[src/rtl/keccak_sched_if.sv]
// Signal bundle between keccak_sched, its two requesters and the shared keccak core.
// master = requesters + core side, slave = the scheduler.
interface keccak_sched_if;
  localparam int unsigned WORD_W = 32;
  localparam int unsigned BN_W   = 2;
  localparam int unsigned DIG_W  = 512;

  logic              r0_req;
  logic              r0_valid;
  logic [WORD_W-1:0] r0_data;
  logic              r0_last;
  logic [BN_W-1:0]   r0_byte_num;
  logic              r0_ready;

  logic              r1_req;
  logic              r1_valid;
  logic [WORD_W-1:0] r1_data;
  logic              r1_last;
  logic [BN_W-1:0]   r1_byte_num;
  logic              r1_ready;

  logic              core_reset;
  logic [WORD_W-1:0] core_in;
  logic              core_in_ready;
  logic              core_is_last;
  logic [BN_W-1:0]   core_byte_num;
  logic              core_buffer_full;
  logic [DIG_W-1:0]  core_out;
  logic              core_out_ready;

  modport slave (
    input  r0_req, r0_valid, r0_data, r0_last, r0_byte_num,
    input  r1_req, r1_valid, r1_data, r1_last, r1_byte_num,
    output r0_ready, r1_ready,
    output core_reset, core_in, core_in_ready, core_is_last, core_byte_num,
    input  core_buffer_full, core_out, core_out_ready
  );

  modport master (
    output r0_req, r0_valid, r0_data, r0_last, r0_byte_num,
    output r1_req, r1_valid, r1_data, r1_last, r1_byte_num,
    input  r0_ready, r1_ready,
    input  core_reset, core_in, core_in_ready, core_is_last, core_byte_num,
    output core_buffer_full, core_out, core_out_ready
  );
endinterface

[src/rtl/keccak_sched.sv]
// Two-requester message scheduler/sequencer for one shared SHA3-512 keccak core.
// Options: KECCAK_SCHED_RR_EN (round-robin arbitration), KECCAK_SCHED_WDOG_EN (WAIT watchdog + err).
module keccak_sched #(
  parameter  int unsigned TIMEOUT = 4096,
  localparam int unsigned DIG_W   = 512
) (
  input  logic             clk,
  input  logic             reset,
  keccak_sched_if.slave    bus,
  output logic [DIG_W-1:0] digest,
  output logic             digest_valid,
  output logic             digest_id,
  output logic             busy,
  output logic             err
);

  typedef enum logic [1:0] {
    S_IDLE = 2'd0,
    S_RST  = 2'd1,
    S_FEED = 2'd2,
    S_WAIT = 2'd3
  } state_t;

  state_t state_q;
  state_t state_d;
  logic   gnt_q;
  logic   gnt_d;
  logic   pick;
  logic   any_req;
  logic   g_valid;
  logic   g_last;
  logic   take;
  logic   done;
  logic   wdog_hit;

  // Granted-port word path straight into the core
  assign g_valid            = gnt_q ? bus.r1_valid : bus.r0_valid;
  assign g_last             = gnt_q ? bus.r1_last  : bus.r0_last;
  assign bus.core_in        = gnt_q ? bus.r1_data  : bus.r0_data;
  assign bus.core_is_last   = g_last;
  assign bus.core_byte_num  = gnt_q ? bus.r1_byte_num : bus.r0_byte_num;

  assign any_req = bus.r0_req || bus.r1_req;
  assign take    = (state_q == S_FEED) && g_valid && !bus.core_buffer_full;
  assign done    = (state_q == S_WAIT) && bus.core_out_ready;

`ifdef KECCAK_SCHED_RR_EN
  // prio_q=1 means requester 1 wins the next tie
  logic prio_q;

  assign pick = bus.r1_req && (!bus.r0_req || prio_q);

  always_ff @(posedge clk or negedge reset) begin
    if (!reset) begin
      prio_q <= 1'b0;
    end else if ((state_q == S_IDLE) && any_req) begin
      prio_q <= !pick;
    end
  end
`else
  assign pick = !bus.r0_req;
`endif

`ifdef KECCAK_SCHED_WDOG_EN
  localparam int unsigned WDOG_W = $clog2(TIMEOUT + 1);

  logic [WDOG_W-1:0] wdog_q;
  logic              err_q;

  // Abandon a digest that never arrives and flag it stickily
  assign wdog_hit = (state_q == S_WAIT) && !bus.core_out_ready &&
                    (wdog_q == WDOG_W'(TIMEOUT - 1));

  always_ff @(posedge clk or negedge reset) begin
    if (!reset) begin
      wdog_q <= '0;
      err_q  <= 1'b0;
    end else begin
      if (state_q != S_WAIT) begin
        wdog_q <= '0;
      end else begin
        wdog_q <= wdog_q + WDOG_W'(1);
      end
      if (wdog_hit) begin
        err_q <= 1'b1;
      end
    end
  end

  assign err = err_q;
`else
  assign wdog_hit = 1'b0;
  assign err      = 1'b0;
`endif

  // State register
  always_ff @(posedge clk or negedge reset) begin
    if (!reset) begin
      state_q <= S_IDLE;
      gnt_q   <= 1'b0;
    end else begin
      state_q <= state_d;
      gnt_q   <= gnt_d;
    end
  end

  // Next state and word handshakes
  always_comb begin
    state_d           = state_q;
    gnt_d             = gnt_q;
    bus.r0_ready      = 1'b0;
    bus.r1_ready      = 1'b0;
    bus.core_in_ready = 1'b0;
    case (state_q)
      S_IDLE: begin
        if (any_req) begin
          gnt_d   = pick;
          state_d = S_RST;
        end
      end
      S_RST: begin
        state_d = S_FEED;
      end
      S_FEED: begin
        bus.r0_ready      = !gnt_q && !bus.core_buffer_full;
        bus.r1_ready      = gnt_q && !bus.core_buffer_full;
        bus.core_in_ready = take;
        if (take && g_last) begin
          state_d = S_WAIT;
        end
      end
      S_WAIT: begin
        if (done || wdog_hit) begin
          state_d = S_IDLE;
        end
      end
      default: begin
        state_d = S_IDLE;
      end
    endcase
  end

  // Registered status, core reset pulse and digest capture
  always_ff @(posedge clk or negedge reset) begin
    if (!reset) begin
      bus.core_reset <= 1'b1;
      busy           <= 1'b0;
      digest         <= '0;
      digest_valid   <= 1'b0;
      digest_id      <= 1'b0;
    end else begin
      bus.core_reset <= (state_d == S_RST);
      busy           <= (state_d != S_IDLE);
      digest_valid   <= done;
      if (done) begin
        digest    <= bus.core_out;
        digest_id <= gnt_q;
      end
    end
  end

endmodule

[src/flat_wrapper.sv]
// flat-port wrapper written by rule: the top's interface ports become plain ports
module keccak_sched_flat 
#(
  parameter  int unsigned TIMEOUT = 4096,
  localparam int unsigned DIG_W   = 512
)
  (clk, reset, digest, digest_valid, digest_id, busy, err, bus_r0_req, bus_r0_valid, bus_r0_data, bus_r0_last, bus_r0_byte_num, bus_r1_req, bus_r1_valid, bus_r1_data, bus_r1_last, bus_r1_byte_num, bus_r0_ready, bus_r1_ready, bus_core_reset, bus_core_in, bus_core_in_ready, bus_core_is_last, bus_core_byte_num, bus_core_buffer_full, bus_core_out, bus_core_out_ready);
  keccak_sched_if bus_i ();
  input  logic clk;
  input  logic reset;
  output logic [DIG_W-1:0] digest;
  output logic digest_valid;
  output logic digest_id;
  output logic busy;
  output logic err;
  input wire logic [$bits(bus_i.r0_req)-1:0] bus_r0_req;
  input wire logic [$bits(bus_i.r0_valid)-1:0] bus_r0_valid;
  input wire logic [$bits(bus_i.r0_data)-1:0] bus_r0_data;
  input wire logic [$bits(bus_i.r0_last)-1:0] bus_r0_last;
  input wire logic [$bits(bus_i.r0_byte_num)-1:0] bus_r0_byte_num;
  input wire logic [$bits(bus_i.r1_req)-1:0] bus_r1_req;
  input wire logic [$bits(bus_i.r1_valid)-1:0] bus_r1_valid;
  input wire logic [$bits(bus_i.r1_data)-1:0] bus_r1_data;
  input wire logic [$bits(bus_i.r1_last)-1:0] bus_r1_last;
  input wire logic [$bits(bus_i.r1_byte_num)-1:0] bus_r1_byte_num;
  output wire logic [$bits(bus_i.r0_ready)-1:0] bus_r0_ready;
  output wire logic [$bits(bus_i.r1_ready)-1:0] bus_r1_ready;
  output wire logic [$bits(bus_i.core_reset)-1:0] bus_core_reset;
  output wire logic [$bits(bus_i.core_in)-1:0] bus_core_in;
  output wire logic [$bits(bus_i.core_in_ready)-1:0] bus_core_in_ready;
  output wire logic [$bits(bus_i.core_is_last)-1:0] bus_core_is_last;
  output wire logic [$bits(bus_i.core_byte_num)-1:0] bus_core_byte_num;
  input wire logic [$bits(bus_i.core_buffer_full)-1:0] bus_core_buffer_full;
  input wire logic [$bits(bus_i.core_out)-1:0] bus_core_out;
  input wire logic [$bits(bus_i.core_out_ready)-1:0] bus_core_out_ready;
  assign bus_i.r0_req = bus_r0_req;
  assign bus_i.r0_valid = bus_r0_valid;
  assign bus_i.r0_data = bus_r0_data;
  assign bus_i.r0_last = bus_r0_last;
  assign bus_i.r0_byte_num = bus_r0_byte_num;
  assign bus_i.r1_req = bus_r1_req;
  assign bus_i.r1_valid = bus_r1_valid;
  assign bus_i.r1_data = bus_r1_data;
  assign bus_i.r1_last = bus_r1_last;
  assign bus_i.r1_byte_num = bus_r1_byte_num;
  assign bus_r0_ready = bus_i.r0_ready;
  assign bus_r1_ready = bus_i.r1_ready;
  assign bus_core_reset = bus_i.core_reset;
  assign bus_core_in = bus_i.core_in;
  assign bus_core_in_ready = bus_i.core_in_ready;
  assign bus_core_is_last = bus_i.core_is_last;
  assign bus_core_byte_num = bus_i.core_byte_num;
  assign bus_i.core_buffer_full = bus_core_buffer_full;
  assign bus_i.core_out = bus_core_out;
  assign bus_i.core_out_ready = bus_core_out_ready;
  keccak_sched #(.TIMEOUT(TIMEOUT)) u_core (.clk(clk), .reset(reset), .bus(bus_i), .digest(digest), .digest_valid(digest_valid), .digest_id(digest_id), .busy(busy), .err(err));
endmodule
[config.mk]
export PLATFORM = sky130hd
export DESIGN_NAME = keccak_sched_flat
export DESIGN_NICKNAME = d
export VERILOG_FILES = /design/src/rtl/keccak_sched_if.sv /design/src/rtl/keccak_sched.sv /design/src/flat_wrapper.sv
export SDC_FILE = /design/constraint.sdc
export NUM_CORES = 1
export LEC_CHECK = 0
export ABC_AREA = 0
export CORE_AREA = 2 2 443 445
export CTS_BUF_LIST = sky130_fd_sc_hd__clkbuf_16
export DETAILED_ROUTE_END_ITERATION = 8
export DIE_AREA = 0 0 445 447
export PLACE_DENSITY_LB_ADDON = 0.3
export SETUP_SLACK_MARGIN = 0.2
export SYNTH_ARGS = -nofsm -noshare
export SYNTH_HDL_FRONTEND = slang
export SYNTH_SLANG_ARGS = --single-unit
[constraint.sdc]
create_clock -name clk -period 1.7 [get_ports clk]
set_input_delay 0.255 -clock clk [delete_from_list [all_inputs] [get_ports clk]]
set_output_delay 0.255 -clock clk [all_outputs]
set_load 0.02 [all_outputs]
==> summary.txt <==
Route
  • TritonRoute pass-1 iters: 5
  • Remaining DRCs: 0
  • WL final: 152500 µm
  • Via/cell ratio: around 3.3
  • Via count: 20.96k
  • Routed length per placed instance: ~24 µm
  • Iter 0 DRT Violations: 1336
  • Antenna-violating nets left: 0

Logic synthesis
  • Average size of a mapped cell: about 9 µm²
  • Top cells by count, synth: 1540 x nand2_1, 518 x dfrtp_1, 41 x buf_2
  • Syn Nets: 2821
  • Post-synthesis register bit count: 519
  • Synth area leaders: dfrtp_1 65%, nand2_1 29%, mux2_2 1.9%, buf_6 1.3%, buf_2 1.0%
  • Yosys top cell area share: between 60% and 70%
  • Mapped Cells: 2231
  • Top-count cell post-synth: nand2_1
  • Post-synth EDFFs: 0
  • Mapped cell area: about 20000 µm²
  • Yosys warns: 0
  • Post-synthesis async set-or-reset flop share: 100.0%
  • Largest area contributor in the netlist: dfrtp_1
  • Top FF cell, synth: dfrtp_1
  • Post-synthesis cell type count: 21
  • Register area share after synthesis: between 60% and 70%

Critical path
  • CP top delay family: buffers and inverters
  • CP max-delay cell: dfrtp_2
  • CP startpoint kind: flip-flop
  • Crit-path max FO: 8
  • Arrival time worst endpoint: 1.89 ns
  • Worst Path Required: roughly 1.4 ns
  • Worst setup path class: flip-flop to output pin
  • Max stage delay on crit path: between 0.4 and 0.5 ns
  • Cells along the critical path: buf_6 -> buf_16 -> mux2i_4 -> inv_2 -> buf_6
  • CP Capture Type: output pin
  • Most frequent CP cell: buf_6
  • Worst Path Buf+Inv: 4

Global routing
  • Vias in the first global route: approximately 21k
  • GRT Overall Usage: roughly 14%
  • Largest net degree at the start of global routing: a little under 70
  • Overflow after GRT: 0
  • Initial antenna violation count: 33
  • First-pass GRT wire length: between 150000 and 200000 µm

Floorplanning
  • Horiz. Die Dim: around 450 µm
  • # IOs: 1145
  • Rows: around 160
  • Die ar.: 198900 µm²
  • Die Height: around 450 µm
  • Core Area: 194200 µm²
  • Starting density of the core: ~10%

STA
  • Fin. Hold Viols: 0
  • RSZ-0062 raised after global routing: yes
  • Min Tclk post-route: between 2 and 2.5 ns
  • Fin worst setup slack: -0.4471 ns
  • Final setup vio count: 219
  • Max Fclk: 0.4657 GHz
  • Slew Viols, Final: 0
  • Fin crit share: 126.3%
  • Clk_skew: approximately 0.035 ns

Run status
  • Failing checks: setup timing
  • Status: complete, but fails checks

Final layout
  • Layout Utilization: a little under a quarter
  • Layout area overhead: 120.3%
  • Share of layout cells above drive strength 1: between 30% and 40%
  • Non-filler cells, final: around 6.3k
  • Fill count: around 21k
  • NumNets Final: approximately 4.3k
  • Multi-input gate area: ~8100 µm²
  • Register area: 13030 µm²

Clock tree
  • Root buffer cell: clkbuf_16
  • Number of clock sinks: between 500 and 600
  • CTS tree: yes
  • CTS Buf Count: 73
  • Clock latency at the later pin of the worst-skew pair: about 0.7 ns
  • Clk buf depth: 3
  • Clock-pin slew on the worst setup and hold paths: 0.06 ns
  • # H-tree levels: 3

Placement
  • Port-buffer cells: about 1.1k
  • Cell Count Post-Placement: 5926
  • DP Wirelength: roughly 120000 µm
  • Placer Congestion: about 0.85

Power
  • Pleak: around 22 nW
  • Total power divided by cell area: 1863 nW/µm²
  • Maximum vdd drop: approximately 1.0 mV

Run
  • Maximum Capacitance Violations: 0

Min path
  • Hold Path Class: input port to flip-flop
-- worst paths after layout --
kind | start | to | slack, ns | cells past startpoint
hold reg to reg | u_core.digest[43] | u_core.digest[43] | 0.48 | 2
min in group asynchronous | reset | u_core.digest[387] | 0.60 | 3
setup / recovery | u_core.gnt_q | bus_core_is_last | -0.45 | 5
max in group asynchronous | reset | u_core.digest[315] | 0.23 | 4
hold / removal | bus_core_out[45] | u_core.digest[45] | 0.09 | 3
setup reg to reg | u_core.state_q[1] | u_core.digest[298] | -0.14 | 11
-- repair_timing --
item | CTS | global route
setup endpoints to repair | 858 | 1050
resized for setup | 3086 | 682
setup buffers | 101 | 37
pin swaps | 35 | 249
gates cloned | 20 | 47
hold buffers | 20 | 0
hold endpoints to repair | 391 | 0
-- sequential cells by signal, indices dropped and copies added (netlist names) --
| signal | cells |
|---|---|
| u_core.state_q | 2 |
| u_core.digest_id | 1 |
| u_core.digest_valid | 1 |
| u_core.gnt_q | 1 |
| u_core.bus.core_reset | 1 |
| u_core.busy | 1 |
| u_core.digest | 512 |
-- area by class of cell --
class | instances | share of cell area [%]
Antenna cell | 12 | 0.06821
Clock buffer | 73 | 4.149
Clock inverter | 60 | 1.228
Inverter | 3 | 0.08526
Multi-Input combinational cell | 1590 | 18.49
Sequential cell | 519 | 29.59
Tap cell | 2542 | 7.224
Timing Repair Buffer | 1495 | 39.05
Timing Repair inverter | 2 | 0.1137
-- per-layer routing --
| metal | global-route usage, % | routed length [µm] | share of wire (%) |
|---|---|---|---|
| met5 | 0 | 69 | 0.045 |
| met4 | 3.799 | 3202 | 2.1 |
| met3 | 6.984 | 16530 | 11 |
| met2 | 23.56 | 74900 | 49 |
| met1 | 15.78 | 57840 | 38 |
-- through the flow --
step	hold WS [ns]	setup TNS (ns)	setup slack [ns]	area, µm²	power, mW
6_report	0.09464	-22.82	-0.4471	44030	82.00
5_1_grt	0.04009	-42.16	-0.5130	44020	86.72
4_1_cts	0.0007981	-18.63	-0.5207	40160	78.85
3_5_place_dp	0.1858	-77.41	-0.2344	34990	56.76
3_3_place_gp	0.1868	-71.68	-0.2355	34990	56.74
2_1_floorplan	-0.04059	0	0.2465	19980	35.28
-- layout by cell type (no fill, tap or decap), drive strengths merged --
cell and n:
a21oi 2, clkinvlp 5, o311ai 1, conb 1, inv 23, dfrtp 518, dlygate4sd3 20, clkinv 29
bufbuf 2, nor2 5, nand2 1540, o21ai 2, clkdlybuf4s50 588, clkbuf 112, dfstp 1, buf 846
bufinv 8, nand3 1, and3 1, mux2i 2, mux2 34, diode 12, nand3b 1
-- worst min-delay path, delay by kind of cell --
kind | cells | cell delay [ns]
AND/OR/NAND/NOR | 2 | 0.10
buffers and inverters | 1 | 0.40
-- logic make-up (layout without fill, tap and decap cells) --
group / after synthesis / count (layout) / synth area share (%)
and+or+nand+nor: 1548 / 1548 / 29.12
other: 1 / 13 / 0.01877
muxes: 36 / 36 / 2.016
DFF: 519 / 519 / 65.01
AOI/OAI and AO/OA: 5 / 5 / 0.1440
buffers and inverters: 122 / 1633 / 3.695
-- power by group --
| part | internal [mW] | total (mW) | switching (mW) |
|---|---|---|---|
| Combinational | 20.5 | 43.2 | 22.7 |
| Sequential | 18.1 | 23.2 | 5.13 |
| Clock | 9.08 | 15.6 | 6.55 |
No activity file was read; power rests on OpenSTA's default activity.
